--- config.mk ---
export PLATFORM = sky130hd
export DESIGN_NAME = acq_sequencer
export DESIGN_NICKNAME = d
export VERILOG_FILES = /design/src/rtl/acq_sequencer_pkg.sv /design/src/rtl/acq_emit_scanner.sv /design/src/rtl/acq_sequencer.sv
export SDC_FILE = /design/constraint.sdc
export NUM_CORES = 1
export LEC_CHECK = 0
export CAP_MARGIN = 20
export CORE_ASPECT_RATIO = 1.4
export CORE_MARGIN = 3
export CORE_UTILIZATION = 47
export DETAILED_ROUTE_END_ITERATION = 7
export GPL_ROUTABILITY_DRIVEN = 0
export SLEW_MARGIN = 20
export SYNTH_ARGS = -nofsm -noshare
export SYNTH_HDL_FRONTEND = slang
export SYNTH_SLANG_ARGS = --single-unit
export TNS_END_PERCENT = 50
--- constraint.sdc ---
create_clock -name clk -period 4.6 [get_ports clk]
set_clock_uncertainty 0.1 [all_clocks]
set_input_delay 0.92 -clock clk [delete_from_list [all_inputs] [get_ports clk]]
set_output_delay 0.92 -clock clk [all_outputs]
set_load 0.02 [all_outputs]
--- src/rtl/acq_sequencer_pkg.sv ---
// Shared types and constants for the acquisition sequencer.
package acq_sequencer_pkg;

  localparam int unsigned SAMPLE_WORD_W = 16;
  localparam int unsigned BLOCK_LEN     = 16;
  localparam int unsigned BIT_CNT_W     = $clog2(BLOCK_LEN);
  localparam int unsigned DIV_W         = 8;

  typedef enum logic [1:0] {
    IDLE  = 2'd0,
    RUN   = 2'd1,
    DRAIN = 2'd2,
    OVF   = 2'd3
  } acq_state_e;

endpackage

--- src/rtl/acq_emit_scanner.sv ---
// Emit buffer for one completed block plus lowest-pending-channel search.
module acq_emit_scanner
  import acq_sequencer_pkg::*;
#(
  parameter int unsigned CHANNELS = 16
) (
  input  logic                                    clk,
  input  logic                                    rst_n,
  input  logic                                    clear,
  input  logic                                    load,
  input  logic [CHANNELS-1:0]                     load_mask,
  input  logic [CHANNELS-1:0][SAMPLE_WORD_W-1:0]  load_data,
  input  logic                                    advance,
  output logic                                    pending_c,
  output logic [SAMPLE_WORD_W-1:0]                word_c
);

  localparam int unsigned CH_W = (CHANNELS > 1) ? $clog2(CHANNELS) : 1;

  logic [CHANNELS-1:0][SAMPLE_WORD_W-1:0] words;
  logic [CHANNELS-1:0]                    pend;
  logic [CH_W-1:0]                        sel;

  // Descending scan so the lowest pending channel wins.
  always_comb begin
    sel = '0;
    for (int i = int'(CHANNELS) - 1; i >= 0; i--) begin
      if (pend[i]) sel = CH_W'(i);
    end
  end

  assign pending_c = |pend;
  assign word_c    = words[sel];

  // A new block load overrides the pop of the last word of the previous block.
  always_ff @(posedge clk or negedge rst_n) begin
    if (!rst_n) begin
      words <= '0;
      pend  <= '0;
    end else if (clear) begin
      words <= '0;
      pend  <= '0;
    end else if (load) begin
      words <= load_data;
      pend  <= load_mask;
    end else if (advance) begin
      pend[sel] <= 1'b0;
    end
  end

endmodule

--- src/rtl/acq_sequencer.sv ---
// Multi-channel logic-analyser sequencer: samples probes on a divided tick,
// packs 16 samples per channel and streams enabled channels to a FIFO.
module acq_sequencer
  import acq_sequencer_pkg::*;
#(
  parameter int unsigned CHANNELS = 16
) (
  input  logic                     clk,
  input  logic                     rst_n,
  input  logic                     acq_enable,
  input  logic [DIV_W-1:0]         clock_divisor,
  input  logic [CHANNELS-1:0]      channel_enable,
  input  logic [CHANNELS-1:0]      probe,
  input  logic                     fifo_full,
  output logic [SAMPLE_WORD_W-1:0] sample_data,
  output logic                     sample_data_avail,
  output logic                     overflow,
  output logic                     running
);

  acq_state_e                              state;
  logic [DIV_W-1:0]                        div_q;
  logic [DIV_W-1:0]                        div_cnt;
  logic [CHANNELS-1:0]                     en_q;
  logic [BIT_CNT_W-1:0]                    bit_cnt;
  logic [CHANNELS-1:0][SAMPLE_WORD_W-1:0]  cap;
  logic [CHANNELS-1:0][SAMPLE_WORD_W-1:0]  blk_c;

  logic                     start_c;
  logic                     tick_c;
  logic                     block_done_c;
  logic                     due_c;
  logic                     advance_c;
  logic                     ovf_c;
  logic                     pending_c;
  logic [SAMPLE_WORD_W-1:0] word_c;

  assign start_c      = (state == IDLE) && acq_enable && (|channel_enable);
  assign tick_c       = (state == RUN) && (div_cnt == '0);
  assign block_done_c = tick_c && (bit_cnt == BIT_CNT_W'(BLOCK_LEN - 1));
  assign due_c        = ((state == RUN) || (state == DRAIN)) && pending_c;
  assign advance_c    = due_c && !fifo_full;
  assign ovf_c        = due_c && fifo_full;

  // Completed block: the sample arriving on the final tick lands in the MSB.
  always_comb begin
    for (int c = 0; c < int'(CHANNELS); c++) begin
      blk_c[c] = {probe[c], cap[c][BLOCK_LEN-2:0]};
    end
  end

  acq_emit_scanner #(
    .CHANNELS (CHANNELS)
  ) u_scanner (
    .clk       (clk),
    .rst_n     (rst_n),
    .clear     (start_c),
    .load      (block_done_c),
    .load_mask (en_q),
    .load_data (blk_c),
    .advance   (advance_c),
    .pending_c (pending_c),
    .word_c    (word_c)
  );

  always_ff @(posedge clk or negedge rst_n) begin
    if (!rst_n) begin
      state             <= IDLE;
      div_q             <= '0;
      div_cnt           <= '0;
      en_q              <= '0;
      bit_cnt           <= '0;
      cap               <= '0;
      sample_data       <= '0;
      sample_data_avail <= 1'b0;
      overflow          <= 1'b0;
      running           <= 1'b0;
    end else begin
      sample_data_avail <= 1'b0;
      if (advance_c) begin
        sample_data       <= word_c;
        sample_data_avail <= 1'b1;
      end

      if (tick_c) begin
        for (int c = 0; c < int'(CHANNELS); c++) begin
          cap[c][bit_cnt] <= probe[c];
        end
        bit_cnt <= bit_cnt + BIT_CNT_W'(1);
      end

      if (state == RUN) begin
        div_cnt <= (div_cnt == div_q) ? '0 : div_cnt + DIV_W'(1);
      end

      unique case (state)
        IDLE: begin
          if (start_c) begin
            state    <= RUN;
            running  <= 1'b1;
            div_q    <= clock_divisor;
            en_q     <= channel_enable;
            div_cnt  <= '0;
            bit_cnt  <= '0;
            cap      <= '0;
            overflow <= 1'b0;
          end
        end
        RUN: begin
          if (ovf_c) begin
            state    <= OVF;
            overflow <= 1'b1;
            running  <= 1'b0;
          end else if (!acq_enable) begin
            state <= DRAIN;
          end
        end
        DRAIN: begin
          if (ovf_c) begin
            state    <= OVF;
            overflow <= 1'b1;
            running  <= 1'b0;
          end else if (!pending_c) begin
            state   <= IDLE;
            running <= 1'b0;
          end
        end
        OVF: begin
          if (!acq_enable) state <= IDLE;
        end
        default: begin
          state   <= IDLE;
          running <= 1'b0;
        end
      endcase
    end
  end

endmodule

## Word-level counts from Yosys, hierarchy flattened

Index checks and enable logic that the tools add are counted.

| cells by class | value |
|---|---|
| $add $sub $neg | 2 |
| magnitude comparators | 4 |
| equality and inequality tests | 11 |
| multiplexer cells | 69 |
| bitwise logic cells | 2 |
| reduce and logical (&&, ||, !) cells | 24 |

Operators by type and width:

| operator | number |
|---|---|
| 2-to-1 mux 256 bit | 5 |
| bitwise mux 16 bit | 16 |
| 2-to-1 mux 4 bit | 19 |
| binary-select mux 16 bit (select 4 bit) | 1 |
| 2-to-1 mux 16 bit | 4 |
| 2-to-1 mux 8 bit | 4 |
| OR reduction 16 bit | 2 |
| AND 16 bit | 1 |
| inverter 16 bit | 1 |
| 2-to-1 mux 2 bit | 6 |
| < comparator 4 x 5 -> 1 bit, second input constant | 2 |
| logical AND 1 bit | 9 |
| 2-to-1 mux 1 bit | 9 |
| adder 8 x 1 -> 8 bit, second input constant | 1 |
| demux 1 bit (select 4 bit) | 2 |
| == test 8 bit | 1 |
| greater-or-equal comparator 4 x 1 -> 1 bit, second input constant | 2 |
| zero test 8 bit | 1 |
| case mux 2 bit (4 select lines) | 1 |
| AND reduction 4 bit | 2 |
| != test 2 bit, second input constant | 3 |
| != test 3 bit, second input constant | 2 |
| nonzero test 3 bit | 2 |
| adder 4 x 1 -> 4 bit, second input constant | 1 |
| other kinds (13) | 15 |

| word-level totals | value |
|---|---|
| bits in registers | 585 |
| input port bits | 44 |
| output and inout port bits | 19 |
| logic and storage cells | 154 |

## Longest topological paths before layout

Gate-level depths: netlist of the first run.

| depth | value |
|---|---|
| depth after elaboration | 25 |
| mapped depth | 12 |

## Cells and area by module

From an unflattened synthesis of the first run, not the netlist that was laid out.

| second synthesis, totals | value |
|---|---|
| cell total of the unflattened synthesis | 2318 |
| area total of the unflattened synthesis | 26126.3 um^2 |

By module, submodules not included:

| module | instances | cells an instance | area an instance (um^2) | seq. area each (um^2) |
|---|---|---|---|---|
| acq_emit_scanner | 1 | 1268 | 13461.7 | 6806.5 |
| acq_sequencer | 1 | 1050 | 12664.6 | 7432.1 |

## Least setup slack after synthesis of the first run

No wires, ideal clock.

| timing path | value |
|---|---|
| path type | flip-flop to flip-flop |
| from | reg u_scanner.pend[0] |
| to | reg sample_data[5] |
| arrival time | 2469 ps |
| setup slack | 1905 ps |
| cell stages (with the launch flop) | 10 |
| path buffers | 3 |
| cell sequence | dfrtp_1 buf_6 or4_1 buf_2 a31o_1 buf_6 o221a_4 a221o_1 a311o_1 o32a_1 |

| on the way | value |
|---|---|
| word-level cells in the longest chain between the ends | 3 |
| elaborated cells between the ends (all ways) | 6 |

RTL lines:

| item | line | RTL |
|---|---|---|
| start: declaration | acq_emit_scanner.sv:21 | `logic [CHANNELS-1:0] pend;` |
| start signal: assignment | acq_emit_scanner.sv:45 | `pend <= load_mask;` |
| 2-to-1 mux 4 bit or OR reduction 16 bit (tied branches) | acq_emit_scanner.sv:28, acq_emit_scanner.sv:32 |  |
| binary-select mux 16 bit (select 4 bit) or logical AND 1 bit (tied branches) | acq_emit_scanner.sv:33, acq_sequencer.sv:41 |  |
| 2-to-1 mux 16 bit (implied by the code) or logical AND 1 bit (tied branches) | acq_emit_scanner.sv:33, acq_sequencer.sv:42 |  |
| end signal: assignment | acq_sequencer.sv:81 | `sample_data <= word_c;` |
| end: declaration | acq_sequencer.sv:15 | `output logic [SAMPLE_WORD_W-1:0] sample_data,` |

Parallel ways exist; a longest one is shown, timed or not. The select of a mux whose other input is x is not followed.
A chain may end at the register's enable or synchronous reset.

## Final worst setup path of the first run

| timing path | value |
|---|---|
| from | reg state[1] |
| to | reg u_scanner.words[107] (netlist name) |

| on the way | value |
|---|---|
| word-level cells in the longest chain between the ends | 4 |
| elaborated cells between the ends (all ways) | 8 |

RTL lines:

| item | line | RTL |
|---|---|---|
| start: declaration | acq_sequencer.sv:21 | `acq_state_e state;` |
| start signal: assignment | acq_sequencer.sv:68 | `state <= IDLE;` |
| start signal: assignment | acq_sequencer.sv:99 | `state <= RUN;` |
| start signal: assignment | acq_sequencer.sv:111 | `state <= OVF;` |
| == test 2 x 1 -> 1 bit or zero test 2 bit (tied branches) | acq_sequencer.sv:39, acq_sequencer.sv:38 |  |
| logical AND 1 bit (on tied branches) | acq_sequencer.sv:39, acq_sequencer.sv:38 |  |
| logical AND 1 bit (on tied branches) | acq_sequencer.sv:40, acq_sequencer.sv:38 |  |
| nonzero test 2 bit (no source line) or 2-to-1 mux 256 bit (tied branches) | -- |  |
| end signal: assignment | acq_emit_scanner.sv:44 | `words <= load_data;` |
| end: declaration | acq_emit_scanner.sv:20 | `logic [CHANNELS-1:0][SAMPLE_WORD_W-1:0] words;` |

Parallel ways exist; a longest one is shown, timed or not.

==> results of run 1 <==
power by group through the flow:
| stage | logic [W] | registers [W] | clock network, W |
|---|---|---|---|
| 6_report | 0.00204 | 0.00579 | 0.00469 |
| 5_1_grt | 0.00223 | 0.00583 | 0.00495 |
| 4_1_cts | 0.00204 | 0.00578 | 0.00476 |
| 3_5_place_dp | 0.00203 | 0.00588 | 0 |
| 3_3_place_gp | 0.00198 | 0.00586 | 0 |
| 2_1_floorplan | 0.00116 | 0.00584 | 0 |
flip-flops by register name, summed over array words and instances (netlist names):
signal and count:
sample_data_avail 1, bit_cnt 4, running 1, blk_c 240, u_scanner.pend 16, div_q 8, div_cnt 8, en_q 16
u_scanner.words 256, sample_data 16, state 2, overflow 1
cell families after synthesis:
logic type      Yosys count  synth area share
compound gates          727             0.172
mux                      26            0.0118
buf+inv                 233            0.0368
xor+xnor                 18           0.00639
flops                   569             0.577
fa+ha+maj                10           0.00507
simple gates           1206             0.191
metal layers:
layer | track usage | up-vias
met4 | 0.0822 | 0
li1 | - | 9300
met2 | 0.462 | 651
met1 | 0.379 | 10200
met3 | 0.0383 | 142
met5 | 0 | -
per-stage QoR:
step / instances / util / setup slack [ns] / hold WS (ns) / instance area, um^2
detailed placement: 3356 / 0.507 / 1.03 / 0.399 / 26100
finish: 3460 / 0.543 / 0.909 / 0.284 / 28000
global route: 3460 / 0.543 / 0.655 / 0.343 / 28000
floorplan: 2789 / - / 1.90 / 0.379 / 24700
global placement: 3356 / 0.507 / 1.04 / 0.393 / 26100
CTS: 3460 / 0.543 / 0.940 / 0.302 / 28000
path summary, 6_finish.rpt:
check / start / endpoint / slack, ns / depth (start not counted)
worst max-delay path: state[1] / u_scanner.words[107] / 0.91 / 10
worst min-delay path: rst_n / div_q[4] / 0.28 / 1
worst max register to register: state[1] / u_scanner.words[107] / 0.91 / 10
worst min register to register: blk_c[129] / u_scanner.words[129] / 0.40 / 2
max in group asynchronous: rst_n / u_scanner.words[15] / 3.00 / 3
min in group clk: blk_c[129] / u_scanner.words[129] / 0.40 / 2
cell usage in the layout (no fill, tap or decap), types with 16 or more instances in the layout:
cell type,instances
clkinv_2,18
nand2_1,1063
a22o_1,16
buf_12,16
buf_4,62
mux2_2,24
nand3_1,17
clkdlybuf4s50_1,58
nor2_1,63
a221oi_1,19
o21ai_0,18
a21oi_1,540
dfrtp_1,569
a222oi_1,17
clkbuf_16,56
a22oi_1,32
cell type report:
type                            instances  area [um^2]  area share
Timing Repair Buffer                  140         1400      0.0499
Sequential cell                       569        14200       0.509
Multi-Input combinational cell       1987         9620       0.344
Tap cell                              650          813      0.0291
Clock buffer                           80         1630      0.0583
Clock inverter                         24          235     0.00841
Inverter                               10         37.5     0.00134
==> results.yml, run 1 <==
synthesis:
  synth_area_mm2: 0.0247
  yosys.area.top_type: "dfrtp_1"
  synth.top_cell.area_share: 0.577
  avgSynthCellArea_um2: 8.85
  synth-edff-count: 0
  synthTopCellsByArea: "dfrtp_1, nand2_1, a21oi_1, clkbuf_1, mux2_2"
  async_reset_ff_frac: 1.00
  synth_top_flop_cell: "dfrtp_1"
  synth_cell_types: 63
  ys_warn_count: 0
  synthCells: 2789
  synth-seq-cells: 569
  synth_common_cells: "nand2_1, dfrtp_1, a21oi_1"
  yosysMostFrequentCell: "nand2_1"
  ys_seq_area_frac: 0.577
  syn-num-nets: 2843
power_and_ir_drop:
  combPwrFrac: 0.163
  powerDensity_mw_per_mm2: 447
  seqPwrFrac: 0.463
  p_sw_frac: 0.294
  peakVddDrop_v: 0.000324
  power.switching_w: 0.00368
  p_leak_nw: 11.8
  p_clk_frac: 0.375
  total_power_w: 0.0125
  cellInternalPower_w: 0.00883
grt:
  grt_pass1_wl_mm: 118
  grt_usage: 0.277
  overflow: 0
  grt_max_degree: 143
  grt_pass1_vias: 19500
  antenna_found_initial: 0
drt:
  antenna_left: 0
  routedWlPerCell_um: 22.3
  vias: 20300
  met2_length_mm: 38.2
  top_layer_used: "met4"
  drc_errors: 0
  dr_wl_met3_mm: 4.86
  drt_first_pass_iters: 6
  first_iter_violations: 2172
  drt_wl_total_mm: 77.2
  via_per_inst: 5.86
  wl_met1_mm: 31.8
floorplanning:
  io_pins: 63
  die_y_um: 277
  std_cell_rows: 98
  fp.dieArea_mm2: 0.0553
  coreArea_mm2: 0.0515
  start_util: 0.479
  die_w_um: 200
timing:
  hold_viol: 0
  rsz0062_at_grt: "false"
  setup-tns-final_ns: 0
  period_minus_slack_ns: 3.69
  worst_slew_pin_slew_ns: 1.20
  max_freq_ghz: 0.271
  fin_crit_sh: 0.802
  report.final.slew_viol_count: 0
  maxSlewHeadroom: 0.199
  setup_violations: 0
finish:
  fillers: 4746
  synthToLayoutAreaGrowth_pct: 13.4
  nets: 2817
  drive_gt1_frac: 0.0786
  antenna_cells: 0
critical_path:
  worstPathCellList: "inv_1, ha_1, nor4b_1, and4b_1, buf_4, nand2_1, nor2_4, buf_4, nand2_1, a21oi_1"
  required_ns: 5.03
  max_stage_delay_ns: 0.73
  cp-end-kind: "flop"
  crit_path_top_delay_cell: "nor2_4"
  startpoint_type: "flop"
  cp.arrival_ns: 4.12
  critPathBufInv: 3
  crit_fanout: 26
  crit_family: "simple AND/OR/NAND/NOR gates"
  critPathKind: "reg2reg"
clock_network:
  cts_resized: 0
  clkSinkCount: 569
  cts_hold_buffers: 0
  h-tree-depth: 2
  clk_latency_ns: 0.63
  max-clock-path-buffers: 3
  cts_tree: "done"
  post_cts_buffers: 0
  clk_pin_slew_ns: 0.07
  cts_buffers: 55
  root_buffer: "clkbuf_16"
placed_design:
  dp_hpwl_mm: 45.1
  port_buffers: 62
run_status:
  status: "complete, no violations"
min_path:
  hold_path_class: "in2async"
job:
  drv_cap: 0
Note: power is estimated with default switching activity, not from simulation.
==> run 2: changes to the inputs <==
==> constraint.sdc (replaced) <==
create_clock -name clk -period 3.85 [get_ports clk]
set_clock_uncertainty 0.1 [all_clocks]
set_input_delay 0.77 -clock clk [delete_from_list [all_inputs] [get_ports clk]]
set_output_delay 0.77 -clock clk [all_outputs]
set_load 0.02 [all_outputs]
==> results.yml, run 2 (synthesis results as in run 1) <==
floorplanning:
  die_y_um: 277
  fp.dieArea_mm2: 0.0553
  std_cell_rows: 98
  start_util: 0.479
  die_w_um: 200
  io_pins: 63
  coreArea_mm2: 0.0515
clock_network:
  post_cts_buffers: 0
  h-tree-depth: 2
  max-clock-path-buffers: 3
  cts_buffers: 56
  cts_hold_buffers: 0
  clkSinkCount: 569
  cts_tree: "done"
  clk_latency_ns: 0.61
  clk_pin_slew_ns: 0.06
  root_buffer: "clkbuf_16"
  cts_resized: 0
grt:
  grt_max_degree: 180
  grt_pass1_vias: 19800
  antenna_found_initial: 0
  grt_usage: 0.275
  grt_pass1_wl_mm: 119
  overflow: 0
timing:
  fin_crit_sh: 0.855
  maxSlewHeadroom: 0.294
  worst_slew_pin_slew_ns: 1.06
  report.final.slew_viol_count: 0
  hold_viol: 0
  rsz0062_at_grt: "false"
  max_freq_ghz: 0.304
  whs_ns: 0.0893
  setup-tns-final_ns: 0
  setup_violations: 0
  period_minus_slack_ns: 3.29
drt:
  drt_wl_total_mm: 76.4
  via_per_inst: 5.86
  antenna_left: 0
  drt_first_pass_iters: 8
  drc_errors: 5
  first_iter_violations: 1949
  vias: 20300
  routedWlPerCell_um: 22.0
run_status:
  violations: "design-rule violations"
  status: "finished, violations left"
finish:
  largest_register_ff_count: 256
  nets: 2832
  final_common_cell: "nand2_1"
  largest_register: "u_scanner.words"
  synthToLayoutAreaGrowth_pct: 14.1
  final_cell_mix: "nand2_1, dfrtp_1, a21oi_1"
  drive_gt1_frac: 0.0818
critical_path:
  reg2reg_depth: 9
  critPathKind: "reg2reg"
  required_ns: 4.17
  cp.arrival_ns: 3.61
  crit_fanout: 179
  r2r_slack_ns: 0.56
  startpoint_type: "flop"
  r2r-start: "state[1]"
  cp-end-kind: "flop"
  critical_path.startpoint: "state[1]"
job:
  drv_cap: 0
power_and_ir_drop:
  powerDensity_mw_per_mm2: 536
  peakVddDrop_v: 0.000377
  p_leak_nw: 11.9
placed_design:
  port_buffers: 62
  dp_hpwl_mm: 45.2
min_path:
  hold_path_class: "in2async"
run 2: area by class of cell:
| class | instances | area, um^2 |
|---|---|---|
| antenna | 1 | 2.50 |
| clock buffer | 84 | 1730 |
| clock inverter | 19 | 213 |
| fill | 4721 | 23300 |
| inverter | 10 | 37.5 |
| multi-input combinational | 1987 | 9610 |
| sequential | 569 | 14200 |
| tap | 650 | 813 |
| timing repair buffer | 154 | 1520 |
run 2: worst paths after layout:
kind / endpoint
min in group clk: overflow
setup reg to reg: u_scanner.pend[6]
hold reg to reg: overflow
hold / removal: en_q[8]
setup / recovery: u_scanner.pend[6]
max in group asynchronous: blk_c[78]
run 2: routing by layer:
layer,vias up,global-route usage,share of wire
li1,9318,-,-
met1,10300,0.376,0.42
met2,625,0.458,0.50
met3,138,0.0309,0.051
met4,0,0.0933,0.032
met5,-,0,0
run 2: report_power, final:
group,internal (W),switching (W),total [W]
registers,0.00651,0.000417,0.00693
logic,0.000861,0.00159,0.00245
clock network,0.00336,0.00237,0.00572
total,0.0107,0.00437,0.0151
run 2: per-stage QoR:
step / power [W] / cell area, um^2 / setup WS [ns] / utilization / std cells
after detailed placement: 0.00947 / 26200 / 0.624 / 0.509 / 3370
after global placement: 0.00939 / 26200 / 0.672 / 0.509 / 3370
after floorplan: 0.00836 / 24700 / 1.15 / - / 2789
after global routing: 0.0157 / 28200 / 0.360 / 0.547 / 3473
after CTS: 0.0152 / 28200 / 0.607 / 0.547 / 3473
final: 0.0151 / 28200 / 0.558 / 0.547 / 3474
run 2: critical path, cell delays in order (launching register included):
cell	delay, ns
dfrtp_1	0.42
inv_1	0.10
ha_1	0.23
nor4b_1	0.23
and4b_1	0.65
and2_1	0.39
nand3_4	0.12
buf_12	0.32
o311ai_0	0.28
a21oi_1	0.11
==> run 3: changes to the inputs <==
==> constraint.sdc (replaced) <==
create_clock -name clk -period 3.4 [get_ports clk]
set_clock_uncertainty 0.1 [all_clocks]
set_input_delay 0.68 -clock clk [delete_from_list [all_inputs] [get_ports clk]]
set_output_delay 0.68 -clock clk [all_outputs]
set_load 0.02 [all_outputs]
==> results.yml, run 3 (synthesis results as in run 1) <==
run_status:
  status: "finished, violations left"
  violations: "design-rule violations"
drt:
  vias: 20600
  drc_errors: 1
  via_per_inst: 5.88
  drt_wl_total_mm: 76.7
  first_iter_violations: 1710
  antenna_left: 0
  drt_first_pass_iters: 8
  routedWlPerCell_um: 21.9
floorplanning:
  coreArea_mm2: 0.0515
  die_y_um: 277
  io_pins: 63
  start_util: 0.479
  die_w_um: 200
  std_cell_rows: 98
  fp.dieArea_mm2: 0.0553
grt:
  grt_pass1_vias: 20000
  antenna_found_initial: 1
  grt_max_degree: 115
  overflow: 0
  grt_pass1_wl_mm: 118
  grt_usage: 0.276
clock_network:
  clk_pin_slew_ns: 0.06
  clkSinkCount: 569
  cts_resized: 0
  root_buffer: "clkbuf_16"
  clk_latency_ns: 0.61
  cts_tree: "done"
  h-tree-depth: 2
  cts_buffers: 55
  post_cts_buffers: 0
  max-clock-path-buffers: 3
  cts_hold_buffers: 1
finish:
  largest_register: "u_scanner.words"
  largest_register_ff_count: 256
  antenna_cells: 0
  final_common_cell: "nand2_1"
  drive_gt1_frac: 0.0897
  synthToLayoutAreaGrowth_pct: 15.6
  final_cell_mix: "nand2_1, dfrtp_1, a21oi_1"
  fillers: 4664
  nets: 2863
power_and_ir_drop:
  powerDensity_mw_per_mm2: 600
  p_leak_nw: 12.0
  peakVddDrop_v: 0.000390
timing:
  rsz0062_at_grt: "false"
  fin_crit_sh: 0.907
  max_freq_ghz: 0.324
  hold_viol: 0
  maxSlewHeadroom: 0.387
  worst_slew_pin_slew_ns: 0.907
  report.final.slew_viol_count: 0
  period_minus_slack_ns: 3.08
  setup-tns-final_ns: 0
  final.setup.worst_slack_ns: 0.315
  setup_violations: 0
job:
  drv_cap: 0
critical_path:
  startpoint_type: "flop"
  critPathKind: "reg2reg"
  crit_fanout: 54
  cp.arrival_ns: 3.44
  cp-end-kind: "flop"
  required_ns: 3.75
placed_design:
  pre_cts_slack_ns: 0.323
  dp_hpwl_mm: 46.4
  port_buffers: 62
min_path:
  hold_path_class: "reg2reg"
-- run 3: cell count changes in the layout (fill, tap and decap cells not counted), sizes merged --
cell	change
buf	+31
bufinv	+2
clkbuf	-2
clkinv	-3
clkinvlp	+1
diode	-1
dlygate4sd3	+1
-- run 3: final cells by class --
cell class                      count  area (um^2)  area share
Sequential cell                   569        14200       0.499
Multi-Input combinational cell   1987         9610       0.337
Timing Repair Buffer              186         1920      0.0674
Clock buffer                       82         1650      0.0579
Tap cell                          650          813      0.0285
Clock inverter                     19          250     0.00877
Inverter                           10         37.5     0.00132
-- run 3: worst paths after layout --
path                           from                    to  slack (ns)  cells after the start
max                        state[1]  u_scanner.words[109]        0.32                      9
min                         running               running        0.38                      2
max reg2reg                state[1]  u_scanner.words[109]        0.32                      9
min reg2reg                 running               running        0.38                      2
max in group asynchronous     rst_n   u_scanner.words[51]        1.66                      3
min in group asynchronous     rst_n              en_q[12]        0.55                      2
-- run 3: routing by layer --
| layer | vias up | track usage | routed length (um) |
|---|---|---|---|
| li1 | 9406 | - | - |
| met1 | 10300 | 0.362 | 30900 |
| met2 | 674 | 0.456 | 37400 |
| met3 | 172 | 0.0462 | 4760 |
| met4 | 2 | 0.114 | 3550 |
| met5 | - | 0 | 11 |
-- run 3: through the flow --
| step | cell area [um^2] | power, W | hold slack, ns | util | instances |
|---|---|---|---|---|---|
| final | 28500 | 0.0171 | 0.379 | 0.554 | 3503 |
| after global routing | 28500 | 0.0178 | 0.408 | 0.554 | 3503 |
| after CTS | 28500 | 0.0173 | 0.384 | 0.554 | 3503 |
| after detailed placement | 26600 | 0.0108 | 0.369 | 0.517 | 3401 |
| after global placement | 26600 | 0.0107 | 0.365 | 0.517 | 3401 |
| after floorplan | 24700 | 0.00947 | 0.284 | - | 2789 |
-- run 3: where the power goes --
part	leakage, nW	internal, W	switching, W
Clock	0.938	0.00380	0.00264
Sequential	7.84	0.00737	0.000495
Combinational	3.26	0.00102	0.00180
Total	12.0	0.0122	0.00493
-- run 3: worst max-delay path, stage by stage (launching register included) --
cell	delay [ns]
dfrtp_1	0.42
inv_1	0.10
ha_1	0.18
nor4b_1	0.28
and4b_1	0.44
and2_1	0.33
nand3_4	0.34
buf_4	0.46
nand2_1	0.15
a21oi_1	0.08
